### src/rtl/y_requant_fifo.sv
// y_requant_fifo: ReLU (optional) + rounding right shift + saturate to OUT_W,
// buffered in a DEPTH-entry FIFO with valid/ready on both sides.
// Optional feature macro: Y_REQUANT_RELU_EN (force negative inputs to zero).
module y_requant_fifo #(
  parameter int unsigned IN_W     = 18,
  parameter int unsigned OUT_W    = 8,
  parameter int unsigned SHIFT    = 4,
  parameter int unsigned DEPTH    = 8,
  parameter int unsigned LOGDEPTH = 3
) (
  input  logic                  clk,
  input  logic                  reset,
  input  logic [IN_W-1:0]       s_data_in_y,
  input  logic                  s_valid_y,
  output logic                  s_ready_y,
  output logic [OUT_W-1:0]      m_data_out_z,
  output logic                  m_valid_z,
  input  logic                  m_ready_z,
  output logic [LOGDEPTH:0]     fill,
  output logic [7:0]            sat_count
);

  localparam int unsigned RND_SH = (SHIFT > 0) ? SHIFT - 1 : 0;
  localparam logic signed [IN_W:0] RND =
    (SHIFT > 0) ? ((IN_W+1)'(1) << RND_SH) : '0;
  localparam logic signed [IN_W:0] MAX_V = (IN_W+1)'((1 << (OUT_W-1)) - 1);
  localparam logic signed [IN_W:0] MIN_V = ~MAX_V;
  localparam logic [LOGDEPTH:0]    FULL_FILL = (LOGDEPTH+1)'(DEPTH);

  logic signed [IN_W:0]  v_c, r_c, q_c;
  logic [OUT_W-1:0]      z_c;
  logic                  sat_c;
  logic                  full_c, push_c, pop_c;

  logic [LOGDEPTH:0]     fill_q, fill_d;
  logic [LOGDEPTH-1:0]   wr_ptr_q, wr_ptr_d;
  logic [LOGDEPTH-1:0]   rd_ptr_q, rd_ptr_d;
  logic [7:0]            sat_count_q, sat_count_d;
  logic [OUT_W-1:0]      mem_q [DEPTH];

  // Requantize the incoming sample: relu, round, arithmetic shift, clip.
  always_comb begin
    v_c = {s_data_in_y[IN_W-1], s_data_in_y};
`ifdef Y_REQUANT_RELU_EN
    if (s_data_in_y[IN_W-1]) v_c = '0;
`endif
    r_c   = v_c + RND;
    q_c   = r_c >>> SHIFT;
    z_c   = q_c[OUT_W-1:0];
    sat_c = 1'b0;
    if (q_c > MAX_V) begin
      z_c   = MAX_V[OUT_W-1:0];
      sat_c = 1'b1;
    end else if (q_c < MIN_V) begin
      z_c   = MIN_V[OUT_W-1:0];
      sat_c = 1'b1;
    end
  end

  // Handshake decode from registered occupancy; no bypass when full.
  always_comb begin
    full_c    = (fill_q == FULL_FILL);
    s_ready_y = !full_c && !reset;
    m_valid_z = (fill_q != '0);
    push_c    = s_valid_y && s_ready_y;
    pop_c     = m_valid_z && m_ready_z;
  end

  // Next-state for pointers, occupancy and the clip counter.
  always_comb begin
    wr_ptr_d    = wr_ptr_q;
    rd_ptr_d    = rd_ptr_q;
    fill_d      = fill_q;
    sat_count_d = sat_count_q;
    if (push_c) wr_ptr_d = wr_ptr_q + LOGDEPTH'(1);
    if (pop_c)  rd_ptr_d = rd_ptr_q + LOGDEPTH'(1);
    case ({push_c, pop_c})
      2'b10:   fill_d = fill_q + (LOGDEPTH+1)'(1);
      2'b01:   fill_d = fill_q - (LOGDEPTH+1)'(1);
      default: fill_d = fill_q;
    endcase
    if (push_c && sat_c && (sat_count_q != 8'hFF))
      sat_count_d = sat_count_q + 8'd1;
  end

  // Control state registers with synchronous reset.
  always_ff @(posedge clk) begin
    if (reset) begin
      wr_ptr_q    <= '0;
      rd_ptr_q    <= '0;
      fill_q      <= '0;
      sat_count_q <= '0;
    end else begin
      wr_ptr_q    <= wr_ptr_d;
      rd_ptr_q    <= rd_ptr_d;
      fill_q      <= fill_d;
      sat_count_q <= sat_count_d;
    end
  end

  // Storage array; contents need no reset because the head is gated by valid.
  always_ff @(posedge clk) begin
    if (push_c) mem_q[wr_ptr_q] <= z_c;
  end

  // Head read and status outputs.
  always_comb begin
    m_data_out_z = m_valid_z ? mem_q[rd_ptr_q] : '0;
    fill         = fill_q;
    sat_count    = sat_count_q;
  end

endmodule

### config.mk
export PLATFORM = sky130hd
export DESIGN_NAME = y_requant_fifo
export DESIGN_NICKNAME = d
export VERILOG_FILES = /design/src/rtl/y_requant_fifo.sv
export SDC_FILE = /design/constraint.sdc
export NUM_CORES = 1
export LEC_CHECK = 0
export BUFFER_PORTS_ARGS = -buffer_cell sky130_fd_sc_hd__buf_2
export CAP_MARGIN = 20
export CORE_ASPECT_RATIO = 1.2
export CORE_UTILIZATION = 60
export CTS_CLUSTER_SIZE = 20
export DETAILED_ROUTE_END_ITERATION = 16
export PLACE_DENSITY = 0.81
export SYNTH_ARGS = -nofsm -noshare
export SYNTH_HDL_FRONTEND = slang
export SYNTH_SLANG_ARGS = --single-unit
export TNS_END_PERCENT = 10
### constraint.sdc
create_clock -name clk -period 3.8 [get_ports clk]
set_input_delay 0.76 -clock clk [delete_from_list [all_inputs] [get_ports clk]]
set_output_delay 0.76 -clock clk [all_outputs]
set_load 0.01 [all_outputs]
==> results of run 1 <==
-- cells by family after synthesis --
logic type | share of synthesized area
DFF | 0.584
buffers and inverters | 0.0234
xor gates and xnor gates | 0.0306
muxes | 0.123
AOI/OAI and AO/OA | 0.0780
and+or+nand+nor | 0.134
adders and majority gates | 0.0268
-- registers in the layout, summed over array words and instances (netlist names), named ones only --
| register | count |
|---|---|
| rd_ptr_q | 3 |
| sat_count | 8 |
| mem_q | 64 |
| wr_ptr_q | 3 |
| fill | 4 |
-- synth_stat cells (all sizes together) (3+ instances only) --
cell type	number	area share
dfxtp	21	0.10
and3	6	0.010
buf	6	0.010
mux2i	11	0.027
nor3	5	0.0062
o22ai	3	0.0047
o21ai	8	0.010
clkbuf	5	0.0047
mux4	16	0.090
nand3	11	0.015
xnor2	5	0.011
edfxtp	64	0.48
a21oi	14	0.021
nand2	22	0.021
nand4	4	0.0062
nor4b	4	0.0087
nor2	25	0.023
and2	3	0.0053
xor2	9	0.020
inv	9	0.0084
nand2b	5	0.0078
ha	7	0.022
-- critical path, stage by stage --
cell	delay, ns
buf_2	0.12
ha_1	0.31
or3b_1	0.40
a2111oi_2	0.31
o21a_2	0.26
a21oi_1	0.17
o21ai_0	0.76
-- path summary, 6_finish.rpt --
check | startpoint | to | slack (ns) | depth (start not counted)
setup reg to reg | fill[0]$_SDFFE_PP0P_ | fill[3]$_SDFFE_PP0P_ | 1.12 | 12
setup / recovery | s_data_in_y[3] | mem_q[2][1]$_DFFE_PP_ | 0.73 | 7
hold / removal | sat_count[0]$_SDFFE_PP0P_ | sat_count[0]$_SDFFE_PP0P_ | 0.51 | 1
hold reg to reg | sat_count[0]$_SDFFE_PP0P_ | sat_count[0]$_SDFFE_PP0P_ | 0.51 | 1
-- metal layers --
metal	part of all wire	global-route usage	routed length, um
met5	0	0	0
met3	0.055	0.0513	420
met4	0.0083	0.0978	64
met1	0.39	0.304	3030
met2	0.54	0.416	4160
-- where the power goes --
group / internal [W] / total, W / leakage [nW] / switching [W]
registers: 0.00106 / 0.00112 / 0.745 / 0.0000596
clock network: 0.000306 / 0.000621 / 0.0976 / 0.000316
logic: 0.000333 / 0.000707 / 0.754 / 0.000374
-- metrics by stage --
stage	worst slack (ns)	total power (W)	hold WS, ns	cells
floorplan	0.976	0.00161	0.485	299
global placement	0.541	0.00182	0.482	425
detailed placement	0.427	0.00185	0.495	425
CTS	0.817	0.00247	0.512	441
global route	0.614	0.00259	0.539	441
finish	0.728	0.00244	0.508	441
-- area by class of cell --
class	count	area share
Clock inverter	7	0.0160
Clock buffer	9	0.0273
Inverter	9	0.00744
Sequential cell	85	0.516
Multi-Input combinational cell	194	0.346
Tap cell	85	0.0234
Timing Repair Buffer	52	0.0639
==> summary.md, run 1 <==
| Metric | Value |
|---|---|
| FF+latch area | 2340 sq um |
| Commonest non-fill, non-tap cell in the layout | edfxtp_1 |
| Post-CTS Hold Buffers | 0 |
| # DRC | 0 |
| Synth Flop Type | edfxtp_1 |
| Setup Total Neg Slack | 0 ns |
| Post-Route WL | roughly 7700 um |
| Final Max Slew Viols | 0 |
| Synth Instances | 299 |
| Pwr Density | 538 nW/um^2 |
| P&R area growth vs syn | 13.3% |
| Crit path arrival time | 3.10 ns |
| Port bufs | 40 |
| CP Capture Type | flip-flop |
| CP required | 3.83 ns |
| Syn Nets | 329 |
| GRT overflow | 0 |
| # diodes | 0 |
| Max Cap Viol | 0 |
| Leakage | 1.60 nW |
| GRT Resource Usage Total | 0.244 |
| Worst setup SP type | input pin |
| Fmax | approximately 330 MHz |
| Synth Cell Area | 4010 sq um |
| Clk pin slew, worst setup/hold paths | 0.08 ns |
| Flops & latches, synth | 85 |
| Rel. slew slack | 0.399 |
| Type of the most critical hold path | flip-flop to flip-flop |
| Die Wd | 76.6 um |
| Post_cts resized | 0 |
| Num CTS Buffers | 9 |
| Clk_lat worst skew | 0.35 ns |
| Clock Tree Buf Depth | 2 |
| Ys Warns | 0 |
| Core Util, Final | 0.704 |
| Syn_area_per_cell | about 13 sq um |
| Detailed router's first-iteration violation count | 162 |
| Ys async rst share | 0 |
| Placed cell areas | about 4300 sq um |
| Antenna-violating nets left | 0 |
| Skew final | 0.00872 ns |
| RSZ-0062 raised after global routing | no |
| Most frequent cells in the layout | 64 x edfxtp_1, 40 x buf_2, 25 x nor2_1 |
| Register area share after synthesis | 0.584 |
| Final Cell Area | 4540 sq um |
| Placed wire-length estimate | 5330 um |
| Final Setup Violations | 0 |
| Min Clock Period, post-route | 3.07 ns |
| Post-synth EDFFs | 64 |
| Placeable Area | 6450 sq um |
| Initial antenna violation count | 0 |
| Crit Path Class | input pin to flip-flop |
| DR pass1 iterations | 5 |
| Vias per cell | 6.09 |
| CTS root buffer | clkbuf_8 |
| Starting Density | 0.622 |
| # IOs | 44 |
| Fillers | 436 |
| RePlAce Congestion | 0.848 |
| Largest net degree at the start of global routing | 20 |
| Rows | 32 |
| Layout cell share with drive strength beyond 1 | 0.275 |
| Ratio of final minimum period to clock period | 0.808 |
| Outcome | finished clean |
| DR WL/cell | roughly 17 um |
| Vias | 2685 |
| Clock Sinks | 85 |
| Die Y-Extent | 91.5 um |
| Final nets | 381 |
| Max VDD drop | 0.000243 V |
| Post-CTS Setup Bufs | 0 |
| Worst-path fanout max | 8 |
| First-pass GRT wire length | 12700 um |
| Distinct cells, synth | 56 |
| CTS tree | done |
| Final Hold Violating Endpoints | 0 |
| H-tree depth | 3 |
| DIE AREA | 7010 sq um |
| Multi-input gate area | 1570 sq um |
| Slew @ Worst Pin | 0.891 ns |
| Number of global-route vias before repair | 2589 |
(Power assumes the default switching activity.)
==> inputs of run 2 (changes only) <==
--- a/config.mk
+++ b/config.mk
@@ -5,13 +5,14 @@
 export SDC_FILE = /design/constraint.sdc
 export NUM_CORES = 1
 export LEC_CHECK = 0
+export ABC_AREA = 1
 export BUFFER_PORTS_ARGS = -buffer_cell sky130_fd_sc_hd__buf_2
 export CAP_MARGIN = 20
 export CORE_ASPECT_RATIO = 1.2
-export CORE_UTILIZATION = 60
+export CORE_UTILIZATION = 53
 export CTS_CLUSTER_SIZE = 20
 export DETAILED_ROUTE_END_ITERATION = 16
-export PLACE_DENSITY = 0.81
+export PLACE_DENSITY = 0.76
 export SYNTH_ARGS = -nofsm -noshare
 export SYNTH_HDL_FRONTEND = slang
 export SYNTH_SLANG_ARGS = --single-unit
==> constraint.sdc (replaced) <==
create_clock -name clk -period 2.58 [get_ports clk]
set_input_delay 0.516 -clock clk [delete_from_list [all_inputs] [get_ports clk]]
set_output_delay 0.516 -clock clk [all_outputs]
set_load 0.01 [all_outputs]
==> run 2 against run 1 <==
Net effect: routed wire length rose by 11%; power rose by 58%; first-iteration DRC count rose by 52%; register-to-register slack got worse by 0.78 ns; critical path depth fell by 1; non-clock buffer count rose by 9; sequential power rose by 44%; cell area rose by 2.6%; flip-flop and latch count did not move; synthesized cell count rose by 42%.
==> summary.md, run 2 <==
| Metric | Value |
|---|---|
| Post-synth EDFFs | 64 |
| Rows | 34 |
| Flops & latches, synth | 85 |
| Die Wd | 81.5 um |
| Clk pin slew, worst setup/hold paths | 0.08 ns |
| Slew @ Worst Pin | 0.843 ns |
| Max VDD drop | 0.000724 V |
| Register area share after synthesis | 0.583 |
| Most frequent cells in the layout | 78 x nor2_1, 68 x nand2_1, 64 x edfxtp_1 |
| Worst setup SP type | flip-flop |
| Max reg flops | between 60 and 70 |
| DR pass1 iterations | 4 |
| Worst setup path endpoint | m_data_out_z[4] |
| Post-CTS Hold Buffers | 0 |
| CTS tree | done |
| Worst-path fanout max | 23 |
| Final Max Slew Viols | 0 |
| Initial antenna violation count | 0 |
| RePlAce Congestion | 0.844 |
| Detailed router's first-iteration violation count | 246 |
| Reg2Reg Depth | 14 |
| Clock Tree Buf Depth | 2 |
| Setup slack, reg-to-reg | 0.34 ns |
| Outcome | finished clean |
| First-pass GRT wire length | 14300 um |
| Ys Warns | 0 |
| Layout cell share with drive strength beyond 1 | 0.185 |
| Final Setup Violations | 0 |
| Placed cell areas | 4450 sq um |
| RSZ-0062 raised after global routing | no |
| Largest net degree at the start of global routing | 33 |
| Fillers | 615 |
| Final Hold Violating Endpoints | 0 |
| Vias | 3186 |
| Worst hold stages | 2 |
| Starting Density | 0.552 |
| P&R area growth vs syn | 16.0% |
| Type of the most critical hold path | flip-flop to flip-flop |
| Synth Instances | 426 |
| Placeable Area | 7270 sq um |
| Crit Path Class | flip-flop to output pin |
| Yosys top cell area share | 0.479 |
| Num CTS Buffers | 9 |
| Fin cells | 583 |
| GRT overflow | 0 |
| H-tree depth | 3 |
| Placed cell count | 567 |
| Post-Route WL | 8500 um |
| Largest reg by FF count | mem_q |
| Skew final | 0.00709 ns |
| Clock Sinks | 85 |
| Multi-input gate area | 1530 sq um |
| Pwr Density | 830 nW/um^2 |
| Final nets | 518 |
| DR WL/cell | about 15 um |
| Synth area leaders | edfxtp_1 48%, dfxtp_1 10%, nor2_1 7.3% |
| Post_cts resized | 0 |
| Vias per cell | 5.46 |
| CP Capture Type | output pin |
| Ratio of final minimum period to clock period | 0.962 |
| Antenna-violating nets left | 0 |
| Post-CTS Setup Bufs | 0 |
| Syn_area_per_cell | approximately 9.4 sq um |
| Crit path arrival time | 1.97 ns |
| Crit Reg-Reg Startpoint | fill[1]$_SDFFE_PP0P_ |
| Syn Nets | 456 |
| # DRC | 0 |
| Commonest non-fill, non-tap cell in the layout | nor2_1 |
| FF+latch area | 2340 sq um |
| Clk_lat worst skew | 0.34 ns |
| Min Clock Period, post-route | 2.48 ns |
| Die Y-Extent | around 97 um |
| CTS root buffer | clkbuf_8 |
| Rel. slew slack | 0.432 |
| Max Cap Viol | 0 |
| Final Cell Area | 4660 sq um |
| Placed wire-length estimate | 5830 um |
| # IOs | 44 |
| Most frequent cell after synthesis | nor2_1 |
| Worst R2R End | fill[3]$_SDFFE_PP0P_ |
| CP required | 2.06 ns |
| Synth Cell Area | between 4000 and 5000 sq um |
| Number of global-route vias before repair | 3115 |
| Synth Flop Type | edfxtp_1 |
| # diodes | 0 |
| DIE AREA | 7930 sq um |
| Synth cell count leaders | 78 x nor2_1, 68 x nand2_1, 64 x edfxtp_1 |
| Ys async rst share | 0 |
| Port bufs | 40 |
| Fmax | 403 MHz |
| Distinct cells, synth | 26 |
| Post-synth top area cell | edfxtp_1 |
| GRT Resource Usage Total | 0.236 |
| Leakage | 1.84 nW |
==> run 2: area by class of cell <==
class | count | share of cell area
tap | 90 | 0.0242
clock inverter | 7 | 0.0161
multi-input combinational | 300 | 0.327
inverter | 31 | 0.0266
clock buffer | 9 | 0.0266
sequential | 85 | 0.503
timing repair buffer | 61 | 0.0768
==> run 2: logic make-up after synthesis <==
group	synth area share
flops	0.583
xor+xnor	0.0283
simple gates	0.205
compound gates	0.119
buf+inv	0.0383
fa+ha+maj	0.0268
==> run 2: worst min path at each step <==
stage,slack (ns),to,startpoint
6_report,0.47,rd_ptr_q[2]$_SDFFE_PP0P_,rd_ptr_q[2]$_SDFFE_PP0P_
5_1_grt,0.50,rd_ptr_q[2]$_SDFFE_PP0P_,rd_ptr_q[2]$_SDFFE_PP0P_
4_1_cts,0.48,rd_ptr_q[2]$_SDFFE_PP0P_,rd_ptr_q[2]$_SDFFE_PP0P_
3_5_place_dp,0.46,flip-flop,rd_ptr_q[2]$_SDFFE_PP0P_
3_3_place_gp,0.45,rd_ptr_q[2]$_SDFFE_PP0P_,rd_ptr_q[2]$_SDFFE_PP0P_
2_1_floorplan,0.43,flip-flop,rd_ptr_q[2]$_SDFFE_PP0P_
==> run 2: worst max-delay path: stages (launching register included) <==
cell,delay [ns]
dfxtp_1,0.38
clkinvlp_4,0.36
o21ai_0,0.29
o22ai_1,0.09
o21ai_0,0.24
a31oi_1,0.08
buf_2,0.18
==> run 2: metrics by stage <==
stage	setup TNS [ns]	power, W	hold WS, ns	utilization	setup WS, ns
finish	0	0.00387	0.467	0.641	0.0977
CTS	0	0.00387	0.476	0.639	0.0663
global placement	0	0.00292	0.448	0.612	0.0616
detailed placement	-1.27	0.00296	0.456	0.612	-0.107
floorplan	0	0.00248	0.433	-	0.197
global route	0	0.00415	0.505	0.641	0.00604
==> run 2: where the power goes <==
| group | internal (W) | total, W | switching [W] | leakage, nW |
|---|---|---|---|---|
| registers | 0.00156 | 0.00161 | 0.0000555 | 0.744 |
| logic | 0.000484 | 0.00134 | 0.000853 | 1.00 |
| clock network | 0.000450 | 0.000917 | 0.000466 | 0.0935 |
| total | 0.00249 | 0.00387 | 0.00137 | 1.84 |
==> run 2: layer usage <==
layer / track usage / routed length (um) / up-vias
met5: 0 / 0 / -
met4: 0.0920 / 168 / 0
met3: 0.0394 / 367 / 13
met2: 0.392 / 4230 / 78
met1: 0.302 / 3740 / 1501
li1: - / - / 1594
